File: src/rtl/dm_pkg.sv
// Shared definitions for the data-memory copy/fill engine.
package dm_pkg;

   typedef enum logic [2:0] {
      IDLE = 3'd0,
      RD   = 3'd1,
      CAP  = 3'd2,
      WR   = 3'd3,
      FIN  = 3'd4
   } state_t;

   localparam logic       MODE_COPY       = 1'b0;
   localparam logic       MODE_FILL       = 1'b1;
   localparam int         WORD_BYTES      = 4;
   localparam logic [1:0] ADDR_ALIGN_MASK = 2'b11;

endpackage

File: src/rtl/dm_copy_engine.sv
// Memory-port initiator that copies or fills a run of words, one access per state.
// All outputs are registered and are loaded on the transition into the state that owns them.
module dm_copy_engine
   import dm_pkg::*;
#(
   parameter int ADDR_W = 32,
   parameter int DATA_W = 32,
   parameter int LEN_W  = 8
) (
   input  logic              clk,
   input  logic              rst_n,
   input  logic              start,
   input  logic              mode,
   input  logic [ADDR_W-1:0] src_addr,
   input  logic [ADDR_W-1:0] dst_addr,
   input  logic [LEN_W-1:0]  len,
   input  logic [DATA_W-1:0] fill_value,
   output logic              busy,
   output logic              done,
   output logic              err,
   output logic [DATA_W-1:0] checksum,
   output logic              mem_read,
   output logic              mem_write,
   output logic [ADDR_W-1:0] addr,
   output logic [DATA_W-1:0] write_data,
   input  logic [DATA_W-1:0] read_data,
   output logic [2:0]        state_dbg
);

   localparam logic [ADDR_W-1:0] STEP = ADDR_W'(WORD_BYTES);

   state_t            state;
   logic              mode_q;
   logic [ADDR_W-1:0] cur_src;
   logic [ADDR_W-1:0] cur_dst;
   logic [LEN_W-1:0]  remaining;
   logic [DATA_W-1:0] fill_q;
   logic              misaligned;

   assign misaligned = ((dst_addr[1:0] & ADDR_ALIGN_MASK) != 2'b00) ||
                       ((mode == MODE_COPY) && ((src_addr[1:0] & ADDR_ALIGN_MASK) != 2'b00));

   assign state_dbg = state;

   always_ff @(posedge clk or negedge rst_n) begin
      if (!rst_n) begin
         state      <= IDLE;
         mode_q     <= MODE_COPY;
         cur_src    <= '0;
         cur_dst    <= '0;
         remaining  <= '0;
         fill_q     <= '0;
         busy       <= 1'b0;
         done       <= 1'b0;
         err        <= 1'b0;
         checksum   <= '0;
         mem_read   <= 1'b0;
         mem_write  <= 1'b0;
         addr       <= '0;
         write_data <= '0;
      end else begin
         done <= 1'b0;
         case (state)
            IDLE: begin
               if (start) begin
                  mode_q    <= mode;
                  cur_src   <= src_addr;
                  cur_dst   <= dst_addr;
                  remaining <= len;
                  fill_q    <= fill_value;
                  err       <= 1'b0;
                  checksum  <= '0;
                  if (len == '0) begin
                     state <= FIN;
                     done  <= 1'b1;
                  end else if (misaligned) begin
                     state <= FIN;
                     err   <= 1'b1;
                     done  <= 1'b1;
                  end else if (mode == MODE_COPY) begin
                     state    <= RD;
                     busy     <= 1'b1;
                     mem_read <= 1'b1;
                     addr     <= src_addr;
                  end else begin
                     state      <= WR;
                     busy       <= 1'b1;
                     mem_write  <= 1'b1;
                     addr       <= dst_addr;
                     write_data <= fill_value;
                  end
               end
            end
            RD: begin
               state    <= CAP;
               mem_read <= 1'b0;
               addr     <= '0;
            end
            CAP: begin
               // write_data doubles as the word buffer: read_data is valid only this cycle.
               state      <= WR;
               mem_write  <= 1'b1;
               addr       <= cur_dst;
               write_data <= read_data;
            end
            WR: begin
               checksum  <= checksum + write_data;
               cur_src   <= cur_src + STEP;
               cur_dst   <= cur_dst + STEP;
               remaining <= remaining - LEN_W'(1);
               if (remaining == LEN_W'(1)) begin
                  state      <= FIN;
                  done       <= 1'b1;
                  busy       <= 1'b0;
                  mem_write  <= 1'b0;
                  addr       <= '0;
                  write_data <= '0;
               end else if (mode_q == MODE_COPY) begin
                  state      <= RD;
                  mem_write  <= 1'b0;
                  write_data <= '0;
                  mem_read   <= 1'b1;
                  addr       <= cur_src + STEP;
               end else begin
                  addr       <= cur_dst + STEP;
                  write_data <= fill_q;
               end
            end
            FIN: begin
               state <= IDLE;
            end
            default: begin
               state <= IDLE;
            end
         endcase
      end
   end

endmodule

File: config.mk
export PLATFORM = sky130hd
export DESIGN_NAME = dm_copy_engine
export DESIGN_NICKNAME = d
export VERILOG_FILES = /design/src/rtl/dm_pkg.sv /design/src/rtl/dm_copy_engine.sv
export SDC_FILE = /design/constraint.sdc
export NUM_CORES = 1
export LEC_CHECK = 0
export ABC_AREA = 1
export ABC_CLOCK_PERIOD_IN_PS = 2250
export CORE_UTILIZATION = 54
export CTS_CLUSTER_SIZE = 12
export DETAILED_ROUTE_END_ITERATION = 16
export PLACE_DENSITY_LB_ADDON = 0.2
export SYNTH_ARGS = -nofsm -noshare
export SYNTH_HDL_FRONTEND = slang
export SYNTH_SLANG_ARGS = --single-unit
File: constraint.sdc
create_clock -name clk -period 2.25 [get_ports clk]
set_input_delay 0.45 -clock clk [delete_from_list [all_inputs] [get_ports clk]]
set_output_delay 0.45 -clock clk [all_outputs]
set_load 0.1 [all_outputs]
## After elaboration in Yosys (flattened, before gate mapping)

Cells that the tools add are included.

| word-level totals | value |
|---|---|
| input bits | 140 |
| logic and storage cells | 104 |
| bits in registers | 209 |

| cells by class | value |
|---|---|
| bitwise operators | 1 |
| mux-type cells | 54 |
| reductions and logical operators | 18 |
| equal/unequal tests | 13 |
| add/sub/neg operators | 4 |

Operator list:

| cell | count |
|---|---|
| $mux 32 | 15 |
| $pmux 32 s2 | 3 |
| $pmux 32 s4 | 1 |
| $pmux 32 s3 | 1 |
| $add 32x3->32 const B | 2 |
| $add 32x32->32 | 1 |
| $mux 1 | 21 |
| $ne 2x2->1 const B | 8 |
| $pmux 8 s2 | 1 |
| $mux 3 | 5 |
| $pmux 3 s4 | 1 |
| $reduce_and 5->1 | 2 |
| $eq 8x1->1 const B | 1 |
| $logic_not 8->1 | 1 |
| $mux 8 | 1 |
| $sub 8x1->8 const B | 1 |
| $reduce_and 7->1 | 1 |
| $eq 3x2->1 const B | 2 |
| $pmux 1 s3 | 2 |
| $reduce_and 2->1 | 3 |
| $reduce_and 6->1 | 1 |
| $reduce_bool 2->1 | 3 |
| $reduce_bool 3->1 | 2 |
| $pmux 1 s2 | 2 |
| 9 further kinds | 9 |

## Longest topological paths before layout

| depth | value |
|---|---|
| word-level depth | 7 |
| mapped depth | 13 |
| mapped depth without buffers | 13 |

## Worst setup path after synthesis

No wires, ideal clock.

| path | value |
|---|---|
| path kind | register to register |
| from | register write_data[0] |
| to | register checksum[16] |
| period minus slack after synthesis | 2554 ps |
| stages on the path, launching flop included | 12 |
| setup time | 129 ps |
| path buffers | 0 |
| data arrival time | 2425 ps |
| setup slack | -304 ps |
| required time | 2121 ps |
| path through | dfrtp_1 > ha_1 > inv_1 > fa_1 > inv_1 > nand3_1 > nand3_1 > nand3_1 > nand2_1 > nand2_1 > a21boi_0 > o21ai_0 |

| on the way | value |
|---|---|
| cells in the longest elaborated chain, start to end | 2 |

RTL lines:

| item | line | RTL |
|---|---|---|
| start: declaration | dm_copy_engine.sv:25 | `output logic [DATA_W-1:0] write_data,` |
| start signal: assignment | dm_copy_engine.sv:90 | `write_data <= fill_value;` |
| start signal: assignment | dm_copy_engine.sv:104 | `write_data <= read_data;` |
| start signal: assignment | dm_copy_engine.sv:126 | `write_data <= fill_q;` |
| $add 32x32->32 | dm_copy_engine.sv:107 | `checksum <= checksum + write_data;` |
| $pmux 32 s2 | dm_copy_engine.sv:63 | `case (state)` |
| end signal: assignment | dm_copy_engine.sv:107 |  |
| end: declaration | dm_copy_engine.sv:21 | `output logic [DATA_W-1:0] checksum,` |

Every way passes these cells.
A chain may end at the register's enable or synchronous reset.

## Worst setup path in the final report

| path | value |
|---|---|
| from | register write_data[0] |
| to | register checksum[24] |

The elaborated chain is that of the path after synthesis.

==> impl_metrics.ini <==
[flow_run]
drv_cap = 0

[floorplanning]
core_area_sq_um = 25400
fp.dieW_um = 164
die-area_sq_um = 26800
start_util = 0.556
ioPinCount = 244
rows = 58
die_h_um = 164

[logic_synthesis]
yosysSeqAreaShare = 0.370
synth_top_area_cell = dfrtp_1
synthArstFlopShare = 1.00
synth_top_area_share = 0.370
postSynthCellCount = 2168
netlist_top_cells_area = dfrtp_1 (37%), nand2_1 (23%), nand3_1 (7.1%), inv_1 (6.3%), nor2_1 (4.4%)
avgSynthCellArea_sq_um = 6.52
synth_edf_count = 0
synth_cell_types = 45
synth-warning-count = 0
synth_ff_type = dfrtp_1
syn-num-nets = 2344
ys_ff_latch = 209
syn_area_sq_um = 14100

[pwr]
leakagePower_uw = 0.00919
power_density_nw_per_um2 = 1620
power_uw = 29200
ir_drop_mv = 1.70

[clocking]
htreeDepth = 1
cts_sinks = 209
ctsRootBufferMaster = clkbuf_16
cts_tree = done
worstSkewPairLatency_ns = 0.55
path_clk_slew_ns = 0.06
numCtsBuffers = 24
clock_path_buffers = 3

[timing]
tightest_slew_ns = 0.665
hold_violations = 0
fin_ws_ns = 0.112
finClkSkew_ns = 0.0271
fin_crit_ns = 2.14
slew_headroom = 0.555
hold_slack_ns = 0.394
setup_viol = 0
period_share = 0.950
drv_slew = 0
max_freq_mhz = 468
rsz0062_at_grt = no

[cells_and_area]
antenna_cells = 0
synthToLayoutAreaGrowth_pct = 27.5
layout-drive-gt1-share = 0.112
layout_commonest_cell = nand2_1
layout.nets = 2624
layout_common_cells = nand2_1 (860), inv_1 (237), dfrtp_1 (202)
multiInputGateArea_sq_um = 7640
nFillCells = 2150
ff_latch_area_sq_um = 5240
fin_util = 0.709
fin_area_sq_um = 18000

[grt]
grt_max_degree = 60
grt_pass1_wl_mm = 83.7
use_met3 = 0.110
grt.total_usage = 0.408
globalRoute.busiestLayer = met1
grt.met2_usage = 0.585
first_global_vias = 15200
overflow = 0
grt_antenna_before_repair = 0
use_met1 = 0.591

[setup_path]
cp_common_cell = nand3_1
crit_type = flip-flop to flip-flop
crit_slowest_cell = dfrtp_4
end_kind = flip-flop
reg2regPathDepth = 13
worst-endpoint-arrival_ns = 2.56
slowest_delay_ns = 0.42
cp.buffers_inverters = 2
path_max_fanout = 4
critPathLaunchType = flip-flop
cp.required_ns = 2.67
worstSetupPathDepth = 13
crit_family = simple AND/OR/NAND/NOR gates
crit_chain = ha_2 -> inv_1 -> fa_2 -> inv_2 -> nand3_1 -> nand3_2 -> nand3_1 -> nand2_2 -> nand2_1 -> nand3_1 -> nand2_1 -> nand3_1 -> nand2_1

[detailed_routing]
post-route-drc-count = 0
drt-initial-drc-count = 2082
drtAntennaViolNets = 0
wl_per_cell_um = 19.7
vias = 16500
dr.pass1.iters = 7
routed_wl_mm = 55.1
post_drt_via_cell_ratio = 5.90

[place]
pre_cts_ws_ns = -0.0299
dpl_cell_area_sq_um = 17200
place_congestion = 0.997
io_buffers = 243
hpwl_mm = 41.6

[min_path]
min_path_type = input port to flip-flop
whs_path_depth = 4

[run_status]
status = complete, no violations
==> worst register-to-register path: stages (launching register included) <==
cell	delay, ns
dfrtp_4	0.42
ha_2	0.22
inv_1	0.06
fa_2	0.34
inv_2	0.11
nand3_1	0.10
nand3_2	0.15
nand3_1	0.11
nand2_2	0.11
nand2_1	0.08
nand3_1	0.09
nand2_1	0.05
nand3_1	0.10
nand2_1	0.06
==> synthesized netlist by cell type (all sizes together) (12+ instances only) <==
| cell | number |
|---|---|
| inv | 247 |
| o211ai | 28 |
| xor2 | 15 |
| a22oi | 12 |
| nand3 | 200 |
| dfrtp | 209 |
| a21oi | 80 |
| ha | 35 |
| nor3 | 18 |
| nand2 | 867 |
| clkbuf | 41 |
| nor2 | 172 |
| nand4 | 23 |
| o21ai | 107 |
| o221ai | 32 |
| buf | 37 |
==> per-stage QoR <==
step,setup TNS (ns),cells
2_1_floorplan,0,2168
3_3_place_gp,0,2749
3_5_place_dp,-0.182,2749
4_1_cts,0,2793
5_1_grt,0,2795
6_report,0,2795
==> registers in the layout, indices dropped and copies added (netlist names) <==
name	cells
done	1
mode_q	1
state_dbg	3
checksum	32
write_data	32
addr	32
cur_src	32
err	1
mem_write	1
mem_read	1
fill_q	32
remaining	8
cur_dst	32
busy	1
==> worst paths after layout <==
kind	start	end	slack, ns
setup / recovery	write_data[0]	checksum[24]	0.11
hold / removal	mode	mode_q	0.39
setup reg to reg	write_data[0]	checksum[24]	0.11
hold reg to reg	fill_q[15]	fill_q[15]	0.48
max in group asynchronous	rst_n	checksum[30]	1.12
min in group asynchronous	rst_n	cur_src[12]	0.44
==> layer usage <==
| layer | part of all wire | vias up | routed length [um] |
|---|---|---|---|
| li1 | - | 7555 | - |
| met5 | 0 | - | 0 |
| met4 | 0.037 | 0 | 2010 |
| met3 | 0.14 | 147 | 7460 |
| met1 | 0.42 | 7644 | 22900 |
| met2 | 0.41 | 1142 | 22700 |
==> cells by family after synthesis <==
family / after synthesis / synth area share
AO/OA/AOI/OAI: 290 / 0.124
XOR/XNOR: 16 / 0.00992
adder cells (fa/ha/maj): 36 / 0.0324
buffers and inverters: 326 / 0.0909
flip-flops: 209 / 0.370
AND/OR/NAND/NOR: 1291 / 0.372
==> repair_timing <==
| action | 4_1_cts | 5_1_grt |
|---|---|---|
| endpoints found under the hold margin | 40 | 0 |
| hold buffers | 1 | 0 |
| gates resized for setup | 1 | 10 |
| endpoints found under the setup margin | 2 | 23 |
| buffers inserted | 0 | 2 |
| pin swaps | 0 | 1 |
==> power breakdown <==
part           switching [uW]  internal [uW]  total [uW]
clock                    1700           2200        3900
combinational           13200           4710       17900
sequential               1800           5520        7320
==> final cells by class <==
| type | count | share of cell area |
|---|---|---|
| clock buffer | 36 | 0.0397 |
| clock inverter | 7 | 0.00333 |
| inverter | 248 | 0.0520 |
| multi-input combinational | 1633 | 0.424 |
| sequential | 209 | 0.291 |
| tap | 330 | 0.0229 |
| timing repair buffer | 332 | 0.167 |
Note: power is estimated with default switching activity, not from simulation.
